File: config.mk
export PLATFORM = sky130hd
export DESIGN_NAME = operand_fetch
export DESIGN_NICKNAME = d
export VERILOG_FILES = /design/src/rtl/operand_fetch.sv
export SDC_FILE = /design/constraint.sdc
export NUM_CORES = 1
export LEC_CHECK = 0
export ABC_AREA = 0
export BUFFER_PORTS_ARGS = -buffer_cell sky130_fd_sc_hd__buf_2
export CAP_MARGIN = 10
export CORE_AREA = 2 2 133 135
export DETAILED_ROUTE_END_ITERATION = 12
export DIE_AREA = 0 0 135 137
export GPL_TIMING_DRIVEN = 0
export HOLD_SLACK_MARGIN = 0.05
export PLACE_DENSITY_LB_ADDON = 0.05
export SYNTH_ARGS = -nofsm -noshare
export SYNTH_HDL_FRONTEND = slang
export SYNTH_SLANG_ARGS = --single-unit
File: constraint.sdc
create_clock -name clk_i -period 6 [get_ports clk_i]
set_input_delay 0.6 -clock clk_i [delete_from_list [all_inputs] [get_ports clk_i]]
set_output_delay 0.6 -clock clk_i [all_outputs]
set_load 0.005 [all_outputs]
File: src/rtl/operand_fetch.sv
`default_nettype none
// ============================================================================
// Module      : operand_fetch
// Description : Decode-stage operand fetch. Selects A/B operands from the
//               register file, EX-stage forwarding or the WB write. Inserts
//               load-use bubbles and holds the EX-stage register while
//               downstream stalls.
// Revision    : 1.0 - initial release
// ============================================================================
module operand_fetch #(
    parameter int unsigned ZERO_REG = 31
) (
    input  logic        clk_i,
    input  logic        rst_i,

    // Upstream instruction handshake
    input  logic        if_valid_i,
    input  logic [31:0] if_instr_i,
    input  logic [31:0] if_pc_i,
    output logic        if_ready_o,

    // Register-file read ports (read data is combinational from the selects)
    output logic [4:0]  ra_sel_o,
    output logic [4:0]  rb_sel_o,
    input  logic [31:0] rf_a_dat_i,
    input  logic [31:0] rf_b_dat_i,

    // Forwarding from the instruction currently in EX
    input  logic        ex_fwd_valid_i,
    input  logic [4:0]  ex_fwd_rc_i,
    input  logic [31:0] ex_fwd_dat_i,
    input  logic        ex_fwd_load_i,

    // Register-file write in progress this cycle
    input  logic        wb_valid_i,
    input  logic [4:0]  wb_rc_i,
    input  logic [31:0] wb_dat_i,

    // Pipeline flush
    input  logic        flush_i,

    // Downstream handshake and payload
    output logic        ex_valid_o,
    input  logic        ex_ready_i,
    output logic [5:0]  ex_op_o,
    output logic [4:0]  ex_rc_o,
    output logic [31:0] ex_a_o,
    output logic [31:0] ex_b_o,
    output logic [31:0] ex_pc_o,

    // Load-use stall cycle counter
    output logic [15:0] stall_cnt_o
);

    // ------------------------------------------------------------------------
    // Constants
    // ------------------------------------------------------------------------
    localparam logic [4:0]  c_ZERO_IDX  = 5'(ZERO_REG);
    localparam logic [15:0] c_STALL_MAX = 16'hFFFF;

    // EX-stage slot states. BUBBLE is kept distinct from EMPTY so that an
    // inserted load-use bubble is visible in the state register.
    localparam logic [1:0]  c_EMPTY     = 2'd0;
    localparam logic [1:0]  c_FULL      = 2'd1;
    localparam logic [1:0]  c_BUBBLE    = 2'd2;

    // ------------------------------------------------------------------------
    // Instruction fields
    // ------------------------------------------------------------------------
    logic [5:0]  w_op;
    logic [4:0]  w_rc;
    logic [4:0]  w_ra;
    logic [4:0]  w_rb;
    logic [15:0] w_lit;
    logic        w_is_lit;

    assign w_op     = if_instr_i[31:26];
    assign w_rc     = if_instr_i[25:21];
    assign w_ra     = if_instr_i[20:16];
    assign w_rb     = if_instr_i[15:11];
    assign w_lit    = if_instr_i[15:0];
    // Literal-type ops reuse the rb field as part of the immediate
    assign w_is_lit = (w_op[5:4] == 2'b11);

    // Register-file addresses follow the raw instruction, valid or not
    assign ra_sel_o = w_ra;
    assign rb_sel_o = w_rb;

    // ------------------------------------------------------------------------
    // Registers
    // ------------------------------------------------------------------------
    logic [1:0]  r_state_q;
    logic [5:0]  r_ex_op_q;
    logic [4:0]  r_ex_rc_q;
    logic [31:0] r_ex_a_q;
    logic [31:0] r_ex_b_q;
    logic [31:0] r_ex_pc_q;
    logic [15:0] r_stall_cnt_q;

    logic [1:0]  w_state_d;
    logic [5:0]  w_ex_op_d;
    logic [4:0]  w_ex_rc_d;
    logic [31:0] w_ex_a_d;
    logic [31:0] w_ex_b_d;
    logic [31:0] w_ex_pc_d;
    logic [15:0] w_stall_cnt_d;

    // ------------------------------------------------------------------------
    // Operand selection
    // Priority: hard-wired zero register, then EX forward (loads have no
    // result yet), then the WB write, then the register file. Checking the
    // zero register first also stops any forward targeting it.
    // ------------------------------------------------------------------------
    function automatic logic [31:0] f_select(
        input logic [4:0]  idx,
        input logic [31:0] rf_dat,
        input logic        fwd_valid,
        input logic [4:0]  fwd_rc,
        input logic [31:0] fwd_dat,
        input logic        fwd_load,
        input logic        wbv,
        input logic [4:0]  wbrc,
        input logic [31:0] wbdat
    );
        logic [31:0] res;
        if (idx == c_ZERO_IDX) begin
            res = 32'd0;
        end else if (fwd_valid && (fwd_rc == idx) && !fwd_load) begin
            res = fwd_dat;
        end else if (wbv && (wbrc == idx)) begin
            res = wbdat;
        end else begin
            res = rf_dat;
        end
        return res;
    endfunction

    logic [31:0] w_a_sel;
    logic [31:0] w_b_reg_sel;
    logic [31:0] w_b_sel;

    // Pick the A and B operand sources for the incoming instruction
    always_comb begin
        w_a_sel     = f_select(w_ra, rf_a_dat_i,
                               ex_fwd_valid_i, ex_fwd_rc_i, ex_fwd_dat_i, ex_fwd_load_i,
                               wb_valid_i, wb_rc_i, wb_dat_i);
        w_b_reg_sel = f_select(w_rb, rf_b_dat_i,
                               ex_fwd_valid_i, ex_fwd_rc_i, ex_fwd_dat_i, ex_fwd_load_i,
                               wb_valid_i, wb_rc_i, wb_dat_i);
        if (w_is_lit) begin
            w_b_sel = {{16{w_lit[15]}}, w_lit};
        end else begin
            w_b_sel = w_b_reg_sel;
        end
    end

    // ------------------------------------------------------------------------
    // Load-use hazard and handshake
    // ------------------------------------------------------------------------
    logic w_ra_hit;
    logic w_rb_hit;
    logic w_hazard;
    logic w_slot_free;
    logic w_ex_valid;

    assign w_ex_valid  = (r_state_q == c_FULL);
    assign w_slot_free = ~w_ex_valid | ex_ready_i;

    // A load in EX blocks any instruction that reads its destination; the
    // rb field is not a source for literal-type instructions.
    always_comb begin
        w_ra_hit = (ex_fwd_rc_i == w_ra);
        w_rb_hit = (ex_fwd_rc_i == w_rb) && !w_is_lit;
        w_hazard = if_valid_i && ex_fwd_valid_i && ex_fwd_load_i &&
                   (ex_fwd_rc_i != c_ZERO_IDX) && (w_ra_hit || w_rb_hit);
    end

    assign if_ready_o = w_slot_free & ~w_hazard & ~flush_i & ~rst_i;

    // ------------------------------------------------------------------------
    // Next-state logic for the EX slot, payload registers and stall counter
    // ------------------------------------------------------------------------
    always_comb begin
        w_state_d     = r_state_q;
        w_ex_op_d     = r_ex_op_q;
        w_ex_rc_d     = r_ex_rc_q;
        w_ex_a_d      = r_ex_a_q;
        w_ex_b_d      = r_ex_b_q;
        w_ex_pc_d     = r_ex_pc_q;
        w_stall_cnt_d = r_stall_cnt_q;

        if (flush_i) begin
            // Flush drops both the held and the incoming instruction
            w_state_d = c_EMPTY;
        end else if (w_slot_free) begin
            if (w_hazard) begin
                w_state_d = c_BUBBLE;
                if (r_stall_cnt_q != c_STALL_MAX) begin
                    w_stall_cnt_d = r_stall_cnt_q + 16'd1;
                end
            end else if (if_valid_i) begin
                w_state_d = c_FULL;
                w_ex_op_d = w_op;
                w_ex_rc_d = w_rc;
                w_ex_a_d  = w_a_sel;
                w_ex_b_d  = w_b_sel;
                w_ex_pc_d = if_pc_i;
            end else begin
                w_state_d = c_EMPTY;
            end
        end
        // FULL with downstream stalled: everything holds
    end

    // State and payload registers with synchronous reset
    always_ff @(posedge clk_i) begin
        if (rst_i) begin
            r_state_q     <= c_EMPTY;
            r_ex_op_q     <= 6'd0;
            r_ex_rc_q     <= 5'd0;
            r_ex_a_q      <= 32'd0;
            r_ex_b_q      <= 32'd0;
            r_ex_pc_q     <= 32'd0;
            r_stall_cnt_q <= 16'd0;
        end else begin
            r_state_q     <= w_state_d;
            r_ex_op_q     <= w_ex_op_d;
            r_ex_rc_q     <= w_ex_rc_d;
            r_ex_a_q      <= w_ex_a_d;
            r_ex_b_q      <= w_ex_b_d;
            r_ex_pc_q     <= w_ex_pc_d;
            r_stall_cnt_q <= w_stall_cnt_d;
        end
    end

    // ------------------------------------------------------------------------
    // Outputs
    // ------------------------------------------------------------------------
    assign ex_valid_o  = w_ex_valid;
    assign ex_op_o     = r_ex_op_q;
    assign ex_rc_o     = r_ex_rc_q;
    assign ex_a_o      = r_ex_a_q;
    assign ex_b_o      = r_ex_b_q;
    assign ex_pc_o     = r_ex_pc_q;
    assign stall_cnt_o = r_stall_cnt_q;

endmodule
`default_nettype wire
Word-level counts from Yosys, hierarchy flattened --
Index checks and enable logic that the tools add are counted.
Storage, ports and cells: flip-flop bits (word level) 125, input bits 210, output and inout bits 135, word-level logic and storage cells 52
Operators by class: $add $sub $neg 1, equal/unequal tests 10, mux-type cells 9, bitwise operators 8, reductions and logical operators 17
Operator list (number):
- $mux 32 | 7
- $eq 5x5->1 | 4
- $add 16x1->16 const B | 1
- $ne 16x16->1 const B | 1
- $logic_and 1x1->1 | 11
- $eq 5x5->1 const B | 2
- $reduce_and 4->1 | 2
- $ne 5x5->1 const B | 1
- $not 1->1 | 4
- $and 1x1->1 | 3
- $eq 2x1->1 const B | 1
- $eq 2x2->1 const B | 1
- $logic_not 1->1 | 2
- $mux 2 | 1
- $reduce_or 2->1 | 1
- $logic_or 1x1->1 | 1
- $mux 1 | 1
- $or 1x1->1 | 1

Logic depth before layout (Yosys ltp) --
depth after elaboration 9, mapped depth 8, mapped depth without buffers 5

Worst setup path after synthesis --
Ideal clock, no wire load.
path kind input port to flip-flop, start in ex_fwd_rc_i[0], end reg r_stall_cnt_q[8] (netlist: stall_cnt_o[8]), library setup time 121 ps, arrival 2176 ps, required time 5879 ps, setup slack 3703 ps, stages on the path 7, buffers on the path 2, cells stage by stage xnor2_1 > nand3_2 > o32a_1 > buf_2 > buf_6 > nor4_1 > mux2_2
On the way: word-level cells in the longest chain between the ends 5, elaborated cells on any way between the ends 8, those cells by class eq/ne: 3; reduce/logical: 5
Ends and longest elaborated chain:
- start, declared | RTL line 30 | input logic [4:0] ex_fwd_rc_i,
- $eq 5x5->1 | RTL line 173 | w_rb_hit = (ex_fwd_rc_i == w_rb) && !w_is_lit;
- $logic_and 1x1->1 | RTL line 173
- $logic_or 1x1->1 | RTL line 175 | (ex_fwd_rc_i != c_ZERO_IDX) && (w_ra_hit || w_rb_hit);
- $logic_and 1x1->1 (*) | RTL line 175
- $reduce_and 4->1 (no line) (*)
- end signal, assigned | RTL line 232 | r_stall_cnt_q <= w_stall_cnt_d;
- end, declared | RTL line 98 | logic [15:0] r_stall_cnt_q;
Mark *: on every way between the ends. The rest lies on a longest branch, timed or not. A chain may end at the register's enable or synchronous reset.

Worst setup path in the final report --
start in if_instr_i[30], end out if_ready_o
On the way: word-level cells in the longest chain between the ends 9
Ends and longest elaborated chain:
- start, declared | RTL line 18 | input logic [31:0] if_instr_i,
- $eq 2x2->1 | RTL line 83 | assign w_is_lit = (w_op[5:4] == 2'b11);
- $logic_not 1->1 | RTL line 173
- $logic_and 1x1->1 | RTL line 173
- $logic_or 1x1->1 | RTL line 175
- $logic_and 1x1->1 | RTL line 175
- $not 1->1 (no line)
- $and 1x1->1 (3 in a row) | RTL line 178 | assign if_ready_o = w_slot_free & ~w_hazard & ~flush_i & ~rst_i;
- end, declared | RTL line 20 | output logic if_ready_o,
No other way between the ends.

==> out/results.txt <==
outcome - finished, final reports clean
Multi-input gate area - 4480 um2
Placed Instance Area - 9490 um2
total CTS buffers - 17
maximum vdd ir drop - 0.000212 V
crit path time final - 2.83 ns
largest net degree at the start of global routing - 17
Rows - 48
synth unique cells - 49
post-route setup TNS - 0 ns
most common cell after layout, fill and taps aside - buf_2
post-DP HPWL - 22,500 um
clock sink count - 125
Ports - 345
CP endpoint kind - output port
number of fill cells in the layout - 1,677
Reg2Reg Depth - 6
core area - 17,100 um2
max-cap violation count - 0
largest delay contributor family on the critical path - compound AO/OA/AOI/OAI gates
syn_area_per_cell - 8.33 um2
die width - 135 um
Syn. warnings - 0
Critical R2R Capture - ex_b_o[12]$_SDFFE_PP0P_
Slowest cell on crit path - a2111oi_0
Remaining Overflow, GRT - 0
Final Max Slew Viols - 0
WS Path Type - input pin to output port
net load switching power - 711 uW
DRC - 0
leakage power total - 0.00441 uW
Iteration-0 DRC Markers - 544
register area - 2500 um2
CTS tree - built
vias in the first global route - 8,025
gp weighted congestion - 0.913
CP Depth - 6
Setup Skew - 0.0136 ns
crit path cell chain - buf_2 > and2_1 > clkbuf_1 > o32ai_1 > a2111oi_0 > buf_2
via count - 8,459
Clock Power Share - 0.439
hold_buf cts - 0
Area Growth Syn to Fin - 34.6%
Post-Syn Area - 7490 um2
IO buf count - 343
Final period util - 0.472
Max H-tree Level - 4
Final Hold Viols - 0
final WL - 28,900 um
Pwr Total - 2380 uW
Flop pwr share - 0.378
fin util - 0.591
clock slew at reported path FFs - 0.06 ns
Net Sw Frac - 0.299
Worst Path Buf+Inv - 3
Worst Tran Pin Value - 1.03 ns
first-pass GRT wire length - 43,200 um
Finish-stage setup viols - 0
HP Start - flush_i
Min-Delay Path Class - input pin to flip-flop
startpoint types - input pin
Worst path max stage delay - 0.53 ns
critical path launch point - if_instr_i[30]
RSZ-0062 raised after global routing - no
Final ANT Viol Nets - 0
number of flops mapped to enable cells by yosys - 0
Worst Path Required - 5.40 ns
critical path endpoint - if_ready_o
cell area after layout - 10,100 um2
hold_ws - 0.385 ns
Cell Int Power - 1670 uW
final net count - 1,472
initial antenna violation count - 6
most frequent cells in the layout - buf_2 (351), dfxtp_1 (125), nand2b_1 (118)
ys async rst share - 0
Clock Latency Late Sink - 0.43 ns
crit path DAT - 2.23 ns
Tot GR Track Use - 0.304
post-synthesis sequential area ratio - 0.334
Initial Utilization - 0.439
Comb power frac - 0.183
post-synthesis sequential element count - 125
setup repair bufs after CTS - 0
TritonRoute pass-1 iters - 5
reg2reg start - r_state_q[0]$_SDFFE_PP0N_
Syn Nets - 1,110
root buf cell - clkbuf_16
fraction of layout cells with a size suffix above 1 - 0.319
Longest Clk Path Bufs - 2
max frequency - 353 MHz
CP Max Fanout - 10
cell mode on critical path - buf_2
Vias/cell - 5.62
top_reg_cell synth - dfxtp_1
CTS-repair resized insts - 0
Die Y-Extent - 137 um
Syn Inst Count - 899
DR WL/cell - 19.2 um
Slew headroom - 0.316
Power Density - 236 nW/um2
setup slack, reg-to-reg - 3.65 ns
die area - 18,500 um2
worst min path at each step:
stage                                      to  slack, ns  cells past startpoint
floorplan             ex_b_o[15]$_SDFFE_PP0P_       0.46                      2
finish              r_state_q[0]$_SDFFE_PP0N_       0.39                      2
global route        r_state_q[0]$_SDFFE_PP0N_       0.38                      2
CTS                 r_state_q[0]$_SDFFE_PP0N_       0.37                      2
detailed placement    ex_b_o[29]$_SDFFE_PP0P_       0.46                      2
global placement      ex_b_o[31]$_SDFFE_PP0P_       0.45                      2
cell families after synthesis:
kind of cell,share of synthesized area
xor+xnor,0.0234
fa+ha+maj,0.00167
mux,0.0680
compound gates,0.258
simple gates,0.247
buf+inv,0.0680
flops,0.334
registers in the layout (all words and copies together), names as in the netlist:
register,count
ex_a_o,32
ex_b_o,32
ex_op_o,6
ex_pc_o,32
ex_rc_o,5
r_state_q,2
stall_cnt_o,16
power by group through the flow:
stage,registers [uW],clock network [uW],logic (uW)
detailed placement,917,0,431
global route,904,1090,475
global placement,915,0,430
floorplan,920,0,219
finish,899,1040,435
CTS,899,1060,433
synth_stat cells (2+ instances only):
cell type | count | area (um2)
a211oi_1 | 48 | 360
a21boi_0 | 24 | 180
a21boi_1 | 8 | 60.1
a21oi_1 | 10 | 50.1
a221oi_1 | 18 | 158
a311oi_1 | 16 | 140
and2_1 | 4 | 25.0
and3_1 | 42 | 263
buf_2 | 8 | 40.0
buf_4 | 10 | 75.1
clkbuf_1 | 81 | 304
dfxtp_1 | 125 | 2500
inv_1 | 20 | 75.1
mux2_2 | 7 | 78.8
mux2i_1 | 43 | 430
nand2_1 | 20 | 75.1
nand2b_1 | 118 | 738
nand3_1 | 45 | 225
nand4_1 | 4 | 25.0
nor2_1 | 74 | 278
nor2b_1 | 9 | 56.3
nor3_1 | 4 | 20.0
nor4_1 | 4 | 25.0
o2111ai_1 | 2 | 17.5
o21ai_0 | 4 | 20.0
o21ai_1 | 2 | 10.0
o31a_1 | 32 | 280
o31ai_1 | 39 | 293
o32ai_1 | 33 | 289
or3b_2 | 2 | 17.5
or4_1 | 7 | 52.6
xnor2_1 | 16 | 140
xor2_1 | 4 | 35.0
metal layers:
metal  part of all wire  vias up  GRT usage
met4              0.034        2      0.140
met5            0.00038        -          0
li1                   -     4044          -
met1               0.42     3959      0.381
met3              0.082       74     0.0885
met2               0.47      380      0.485
per-stage QoR:
step	std cells	setup WS, ns
finish	1504	3.17
global route	1504	3.01
CTS	1499	3.24
detailed placement	1467	2.91
global placement	1467	2.91
floorplan	899	3.70
layout make-up:
cell class,instances,area share
repair buffers,343,0.170
clock buffers,18,0.0435
well taps,225,0.0279
diodes,5,0.00124
inverters,20,0.00744
multi-input cells,653,0.444
clock inverters,14,0.0144
plain buffers,101,0.0431
flip-flops and latches,125,0.248
Power figures use the tool's default switching activity.
